`src/rtl/io_cmd_arbiter.sv`:
```
// Round-robin arbiter/sequencer serialising two requesters' commands onto the io Avalon port.
// Latency: request sampled in IDLE at N -> io_we at N+1; io_done at M -> ack at M+1 (4-cycle minimum turnaround).
// Backpressure: requesters hold req level until their ack; a single transaction is in flight, io_done timeout forces completion.
module io_cmd_arbiter #(
    parameter int DATA_WIDTH = 64,
    parameter int TIMEOUT    = 255,
    parameter int TO_BITS    = 8
) (
    input  logic                  clk,
    input  logic                  rst,
    input  logic                  req0,
    input  logic [DATA_WIDTH-1:0] wdata0,
    input  logic                  req1,
    input  logic [DATA_WIDTH-1:0] wdata1,
    output logic                  ack0,
    output logic                  ack1,
    output logic [DATA_WIDTH-1:0] rdata,
    output logic                  err,
    output logic [1:0]            grant,
    output logic                  busy,
    output logic                  io_we,
    output logic [DATA_WIDTH-1:0] io_writedata,
    input  logic [DATA_WIDTH-1:0] io_readdata,
    input  logic                  io_done
);

    typedef enum logic [1:0] {
        ST_IDLE  = 2'd0,
        ST_ISSUE = 2'd1,
        ST_WAIT  = 2'd2,
        ST_RESP  = 2'd3
    } state_t;

    // Terminal count of the WAIT counter; reaching it forces an error completion.
    localparam logic [TO_BITS-1:0] TO_LAST = TO_BITS'(TIMEOUT - 1);

    state_t                state_q, state_d;
    logic [1:0]            grant_q, grant_d;
    logic                  last_q, last_d;
    logic [DATA_WIDTH-1:0] wr_q, wr_d;
    logic [DATA_WIDTH-1:0] rdata_q, rdata_d;
    logic                  err_q, err_d;
    logic [TO_BITS-1:0]    cnt_q, cnt_d;
    logic                  win;

    // State and datapath registers; synchronous reset aborts any transaction in flight.
    always_ff @(posedge clk) begin
        if (rst) begin
            state_q <= ST_IDLE;
            grant_q <= 2'b00;
            last_q  <= 1'b1;
            wr_q    <= '0;
            rdata_q <= '0;
            err_q   <= 1'b0;
            cnt_q   <= '0;
        end else begin
            state_q <= state_d;
            grant_q <= grant_d;
            last_q  <= last_d;
            wr_q    <= wr_d;
            rdata_q <= rdata_d;
            err_q   <= err_d;
            cnt_q   <= cnt_d;
        end
    end

    // Next-state logic: arbitration in IDLE, completion/timeout detection in WAIT.
    always_comb begin
        state_d = state_q;
        grant_d = grant_q;
        last_d  = last_q;
        wr_d    = wr_q;
        rdata_d = rdata_q;
        err_d   = err_q;
        cnt_d   = cnt_q;
        win     = 1'b0;
        case (state_q)
            ST_IDLE: begin
                if (req0 || req1) begin
                    // Tie goes to whoever did not win last; a lone requester always wins.
                    win     = (req0 && req1) ? ~last_q : req1;
                    grant_d = win ? 2'b10 : 2'b01;
                    last_d  = win;
                    wr_d    = win ? wdata1 : wdata0;
                    state_d = ST_ISSUE;
                end
            end
            ST_ISSUE: begin
                cnt_d   = '0;
                state_d = ST_WAIT;
            end
            ST_WAIT: begin
                // Saturate at the terminal value so the counter can never wrap.
                cnt_d = (cnt_q == TO_LAST) ? cnt_q : cnt_q + 1'b1;
                if (io_done) begin
                    // io_done takes priority over a simultaneous timeout.
                    rdata_d = io_readdata;
                    err_d   = 1'b0;
                    state_d = ST_RESP;
                end else if (cnt_q == TO_LAST) begin
                    rdata_d = '0;
                    err_d   = 1'b1;
                    state_d = ST_RESP;
                end
            end
            ST_RESP: begin
                grant_d = 2'b00;
                err_d   = 1'b0;
                state_d = ST_IDLE;
            end
            default: begin
                state_d = ST_IDLE;
                grant_d = 2'b00;
                err_d   = 1'b0;
            end
        endcase
    end

    assign io_we        = (state_q == ST_ISSUE);
    assign io_writedata = wr_q;
    assign busy         = (state_q != ST_IDLE);
    assign ack0         = (state_q == ST_RESP) && grant_q[0];
    assign ack1         = (state_q == ST_RESP) && grant_q[1];
    assign grant        = grant_q;
    assign rdata        = rdata_q;
    assign err          = err_q;

endmodule

```
`config.mk`:
```
export PLATFORM = sky130hd
export DESIGN_NAME = io_cmd_arbiter
export DESIGN_NICKNAME = d
export VERILOG_FILES = /design/src/rtl/io_cmd_arbiter.sv
export SDC_FILE = /design/constraint.sdc
export NUM_CORES = 1
export LEC_CHECK = 0
export CAP_MARGIN = 10
export CELL_PAD_IN_SITES_DETAIL_PLACEMENT = 0
export CELL_PAD_IN_SITES_GLOBAL_PLACEMENT = 1
export CORE_UTILIZATION = 25
export CTS_BUF_LIST = sky130_fd_sc_hd__clkbuf_8
export DETAILED_ROUTE_END_ITERATION = 8
export PLACE_DENSITY = 0.8
export RECOVER_POWER = 25
export SLEW_MARGIN = 20
export SYNTH_ARGS = -nofsm -noshare
export SYNTH_HDL_FRONTEND = slang
export SYNTH_SLANG_ARGS = --single-unit
```
`constraint.sdc`:
```
create_clock -name clk -period 1.7 [get_ports clk]
set_clock_uncertainty 0.1 [all_clocks]
set_input_delay 0.34 -clock clk [delete_from_list [all_inputs] [get_ports clk]]
set_output_delay 0.34 -clock clk [all_outputs]
set_load 0.1 [all_outputs]
```
==> results.json, run 1 <==
{
  "required_ps": 1260,
  "ys_seq_elements": 142,
  "postSynthCellCount": 510,
  "path_cells": "inv_4 -> ha_1 -> buf_12",
  "ys.flop_type": "dfxtp_1",
  "avgSynthCellArea_um2": 10.9,
  "total_power_mw": 19.8,
  "crit_path_end_kind": "primary output",
  "synth_most_common_cell": "dfxtp_1",
  "cts_root_buf": "clkbuf_8",
  "slowest_stage": "dfxtp_4",
  "fin_nets": 1085,
  "tns_ps": -1660,
  "drv_slew": 0,
  "grtUsageTotal_pct": 16.4,
  "antenna_found_initial": 1,
  "yosys-top-cells-area": "dfxtp_1, a22o_1, mux2i_1, a211oi_1, nor2_1",
  "synth_top_cell_by_area": "dfxtp_1",
  "drt_iter0_drc": 168,
  "seq_area_frac_synth_pct": 51.3,
  "ys_top_cells_by_count": "dfxtp_1, nor2_1, a22o_1",
  "drt-vias-per-instance": 4.71,
  "switching_power_mw": 9.82,
  "synthArstFlopShare_pct": 0,
  "coreArea_um2": 21800,
  "die-area_um2": 22700,
  "dp.final_hpwl_mm": 14.2,
  "worst_pin_slew_ps": 403,
  "rows": 54,
  "die_y_um": 151,
  "ant_nets": 0,
  "relSlewSlack_pct": 73.1,
  "ir_worst_vdd_v": 0.000986,
  "power.leakage_nw": 4.45,
  "clk_pin_slew_ps": 80,
  "dp_cells": 1107,
  "finalCriticalPeriod_ps": 1770,
  "drc": 0,
  "cpPeakStageDelay_ps": 370,
  "wire_per_inst_um": 18.5,
  "status": "complete, but fails checks",
  "fin_util_pct": 51.2,
  "hp-class": "input pin to register",
  "finalHoldViolations": 0,
  "path_max_fanout": 3,
  "dpl-instance-area_um2": 10600,
  "portBuffers": 331,
  "die_width_um": 151,
  "fill_cells": 1959,
  "clkPwrFrac_pct": 13.6,
  "area_delta_synth_final_pct": 101,
  "start_util_pct": 25.5,
  "setup_violations": 57,
  "yosys_warnings": 0,
  "grt_max_degree": 68,
  "worstSkewPairLatency_ps": 450,
  "regToRegSetupSlack_ps": -50,
  "cts_tree": "yes",
  "totalWireLength_mm": 21.7,
  "grt_pass1_vias": 5233,
  "cts_max_level": 4,
  "arrival_ps": 1330,
  "synth_cell_types": 43,
  "clk_path_buf_depth": 2,
  "place.gp.congestion": 0.791,
  "fin_ws_ps": -66.5,
  "fmax_ghz": 0.566,
  "syn_area_um2": 5540,
  "p_comb_share_pct": 62.6,
  "via_count": 5540,
  "violations": "setup timing",
  "pwr_density_cell_nw_per_um2": 1780,
  "overflow": 0,
  "grt_first_pass_wirelength_mm": 28.4,
  "firstDrtPassIters": 5,
  "path_class": "register to primary output",
  "synth_edf_count": 0,
  "power_frac_seq_pct": 23.8,
  "internal-power_mw": 10.0,
  "drive_gt1_share_pct": 31.4,
  "final_cells": 1175,
  "cts_buffers": 17,
  "synth_fp_nets": 714,
  "netSwitchingFraction_pct": 49.5,
  "synth.top_cell.area_share_pct": 51.3,
  "rsz0062_at_grt": "true",
  "numClockSinks": 142,
  "io_pins": 332,
  "period_share_pct": 104,
  "finish.instance_area_um2": 11100,
  "cap_violations": 0,
  "critPathLaunchType": "register"
}
cell type report:
type	instances	area (µm²)	share of cell area [%]
multi-input combinational	317	2550	23.0
antenna	1	2.50	0.0225
tap	280	350	3.15
clock inverter	14	134	1.20
inverter	7	35.0	0.315
timing repair buffer	396	4950	44.5
sequential	142	2850	25.6
clock buffer	18	248	2.23
placed cells by master, fill, tap and decap left out, drive strengths merged, types with 2 or more instances in the layout:
cell,n
a211oi,53
a21oi,4
a222oi,11
a22o,64
a22oi,2
and2,3
and3,4
and4,2
buf,143
clkbuf,76
clkdlybuf4s50,195
clkinv,4
clkinvlp,4
dfxtp,142
ha,7
inv,12
mux2,2
mux2i,54
nand2,5
nand2b,2
nand3,4
nand4,3
nor2,74
o2111ai,2
o211ai,2
o21ai,6
o22ai,2
o31ai,3
state kept, by name, summed over array words and instances, names as in the netlist:
name,count
io_writedata,64
grant,2
state_q,2
last_q,1
err,1
rdata,64
cnt_q,8
worst max-delay path, delay by kind of cell (launching register included):
kind | cells | cell delay (ps)
buffers and inverters | 2 | 270
adder cells (fa/ha/maj) | 1 | 240
flip-flops | 1 | 370
timing repair:
action | in CTS | in global routing
pin swaps | 3 | 38
endpoints found under the setup margin | 95 | 138
hold endpoints to repair | 0 | 0
setup buffers | 5 | 9
hold buffers | 0 | 0
cloned | 1 | 20
resized for setup | 10 | 42
layer usage:
layer | global-route usage, % | part of all wire (%)
met1 | 18.3 | 38
met2 | 28.1 | 51
met3 | 7.02 | 9.5
met4 | 4.85 | 1.3
met5 | 0 | 0
through the flow:
stage	worst slack, ps	hold WS, ps
5_1_grt	-149	92.0
6_report	-66.5	116
3_5_place_dp	-366	367
4_1_cts	-149	81.1
2_1_floorplan	-273	341
3_3_place_gp	-314	363
power by group through the flow:
stage / clock [mW] / combinational, mW / sequential (mW)
CTS: 2.79 / 11.4 / 4.85
global route: 2.93 / 12.9 / 4.80
finish: 2.69 / 12.4 / 4.72
detailed placement: 0 / 11.2 / 4.90
global placement: 0 / 11.1 / 4.87
floorplan: 0 / 2.41 / 9.30
logic make-up after synthesis:
family          after synthesis  synth area share (%)
xor+xnor                      1                 0.158
simple gates                100                  8.11
buf+inv                      51                  5.69
mux                          56                  10.2
fa+ha+maj                     7                  1.58
flops                       142                  51.3
compound gates              153                  23.0
path summary, 6_finish.rpt:
check                                             start                            to  depth (start not counted)
worst min register to register   rdata[28]$_SDFFE_PP0P_        rdata[28]$_SDFFE_PP0P_                          1
worst max register to register  state_q[0]$_SDFFE_PP0P_  io_writedata[9]$_SDFFE_PP0P_                          9
worst max-delay path            state_q[1]$_SDFFE_PP0P_                         io_we                          3
worst min-delay path                                rst         cnt_q[4]$_SDFFE_PP0P_                          2
No activity file was read; power rests on OpenSTA's default activity.
==> run 2: changes to the inputs <==
--- a/config.mk
+++ b/config.mk
@@ -8,10 +8,10 @@
 export CAP_MARGIN = 10
 export CELL_PAD_IN_SITES_DETAIL_PLACEMENT = 0
 export CELL_PAD_IN_SITES_GLOBAL_PLACEMENT = 1
-export CORE_UTILIZATION = 25
+export CORE_UTILIZATION = 30
 export CTS_BUF_LIST = sky130_fd_sc_hd__clkbuf_8
 export DETAILED_ROUTE_END_ITERATION = 8
-export PLACE_DENSITY = 0.8
+export PLACE_DENSITY = 0.9
 export RECOVER_POWER = 25
 export SLEW_MARGIN = 20
 export SYNTH_ARGS = -nofsm -noshare
==> constraint.sdc (replaced) <==
create_clock -name clk -period 2.3 [get_ports clk]
set_clock_uncertainty 0.1 [all_clocks]
set_input_delay 0.69 -clock clk [delete_from_list [all_inputs] [get_ports clk]]
set_output_delay 0.69 -clock clk [all_outputs]
set_load 0.1 [all_outputs]
==> run 2 against run 1 <==
Against the previous run:
- the flow now finishes without violations
- hold slack better by 270 ps
- sequential power shrank 30%
- power is 38% lower
- critical path depth grew 3
- die area shrank 16%
- utilization is 0.058 points higher
- final area decreased by 17%
- critical endpoint is now io_writedata[10]$_SDFFE_PP0P_
==> results.json, run 2 (synthesis gave the netlist of run 1 again) <==
{
  "worst_pin_slew_ps": 584,
  "overflow": 0,
  "die_width_um": 138,
  "coreArea_um2": 18000,
  "drt-vias-per-instance": 4.78,
  "status": "completed",
  "drt_iter0_drc": 192,
  "setup_violations": 0,
  "area_delta_synth_final_pct": 66.7,
  "finalHoldViolations": 0,
  "io_pins": 332,
  "rsz0062_at_grt": "true",
  "tns_ps": 0,
  "cap_violations": 0,
  "grtUsageTotal_pct": 17.2,
  "multi_input_area_um2": 2390,
  "cts_buffers": 17,
  "ir_worst_vdd_v": 0.000917,
  "grt_max_degree": 65,
  "finalCriticalPeriod_ps": 2260,
  "power.leakage_nw": 3.85,
  "critPathLaunchType": "input pin",
  "pre_cts_slack_ps": -46.4,
  "clk_pin_slew_ps": 90,
  "totalWireLength_mm": 17.2,
  "place.gp.congestion": 0.756,
  "relSlewSlack_pct": 61.2,
  "drv_slew": 0,
  "cts_root_buf": "clkbuf_8",
  "wire_per_inst_um": 15.9,
  "required_ps": 2520,
  "crit_path_end_kind": "register",
  "pwr_density_cell_nw_per_um2": 1320,
  "worstSkewPairLatency_ps": 450,
  "grt_pass1_vias": 4874,
  "cts_tree": "yes",
  "seq_area_um2": 2850,
  "start_util_pct": 30.7,
  "dp.final_hpwl_mm": 12.8,
  "numClockSinks": 142,
  "portBuffers": 331,
  "fin_util_pct": 51.2,
  "grt_first_pass_wirelength_mm": 25.1,
  "worstRegToRegCells": 7,
  "arrival_ps": 2480,
  "clk_path_buf_depth": 2,
  "final_common_cell": "clkdlybuf4s50_1",
  "layout_common_cells": "clkdlybuf4s50_1, dfxtp_1, buf_4",
  "hold_depth": 1,
  "fill_cells": 1648,
  "path_max_fanout": 11,
  "via_count": 5164,
  "die_y_um": 138,
  "post_cts_buffers": 0,
  "firstDrtPassIters": 4,
  "period_share_pct": 98.3,
  "antenna_found_initial": 0,
  "fmax_ghz": 0.442,
  "die-area_um2": 19000,
  "ant_nets": 0,
  "cts_max_level": 4,
  "path_class": "input pin to register",
  "drc": 0,
  "drive_gt1_share_pct": 24.1,
  "fin_ws_ps": 39.8,
  "fin_nets": 1041,
  "rows": 49,
  "hp-class": "register to register"
}
## run 2: cell count changes in the layout (fill, tap and decap cells not counted), moves of 4 or more
cell / change
clkbuf_2: +16
a211oi_1: +16
buf_12: -83
buf_4: +86
a211oi_2: -16
buf_8: -4
clkbuf_16: -11
clkbuf_4: -45
buf_6: -4
## run 2: cell type report
| type | count | area share, % |
|---|---|---|
| clock inverters | 14 | 1.69 |
| repair buffers | 352 | 35.5 |
| well taps | 229 | 3.10 |
| inverters | 7 | 0.285 |
| clock buffers | 18 | 2.68 |
| flip-flops and latches | 142 | 30.8 |
| multi-input cells | 317 | 25.9 |
| diodes | 1 | 0.0271 |
## run 2: layer usage
layer  vias up  GRT usage (%)  share of wire [%]
li1       2568              -                  -
met3        19           8.15                 11
met5         -              0                  0
met2       232           29.0                 48
met4         0           6.64                1.6
met1      2345           18.5                 39
## run 2: worst max-delay path, stage by stage
cell and delay, ps:
dlygate4sd3_1 600, a21boi_0 410, buf_12 180, clkbuf_4 250
mux2i_1 250, a211oi_1 100
## run 2: through the flow
stage / area (µm²) / hold WS (ps) / power [mW] / instances
after global routing: 9230 / 399 / 12.8 / 1079
final: 9230 / 383 / 12.2 / 1080
after global placement: 9110 / 362 / 10.4 / 1047
after CTS: 9520 / 389 / 12.6 / 1079
after floorplan: 5540 / 341 / 8.52 / 510
after detailed placement: 9110 / 365 / 10.5 / 1047
## run 2: worst paths after layout
check	start	to	slack [ps]
worst max-delay path	req0	io_writedata[10]$_SDFFE_PP0P_	40
worst min-delay path	rdata[28]$_SDFFE_PP0P_	rdata[28]$_SDFFE_PP0P_	380
worst max register to register	state_q[0]$_SDFFE_PP0P_	io_writedata[45]$_SDFFE_PP0P_	380
worst min register to register	rdata[28]$_SDFFE_PP0P_	rdata[28]$_SDFFE_PP0P_	380
## run 2: what timing repair did
action	4_1_cts	5_1_grt
endpoints found under the setup margin	3	3
hold endpoints to repair	0	0
resized for setup	3	1
gates cloned	0	0
hold buffers	0	0
pin swaps	0	0
## run 2: report_power, final
part	internal, mW	switching [mW]
clock network	1.02	1.05
logic	1.73	5.10
registers	3.00	0.313
total	5.74	6.46
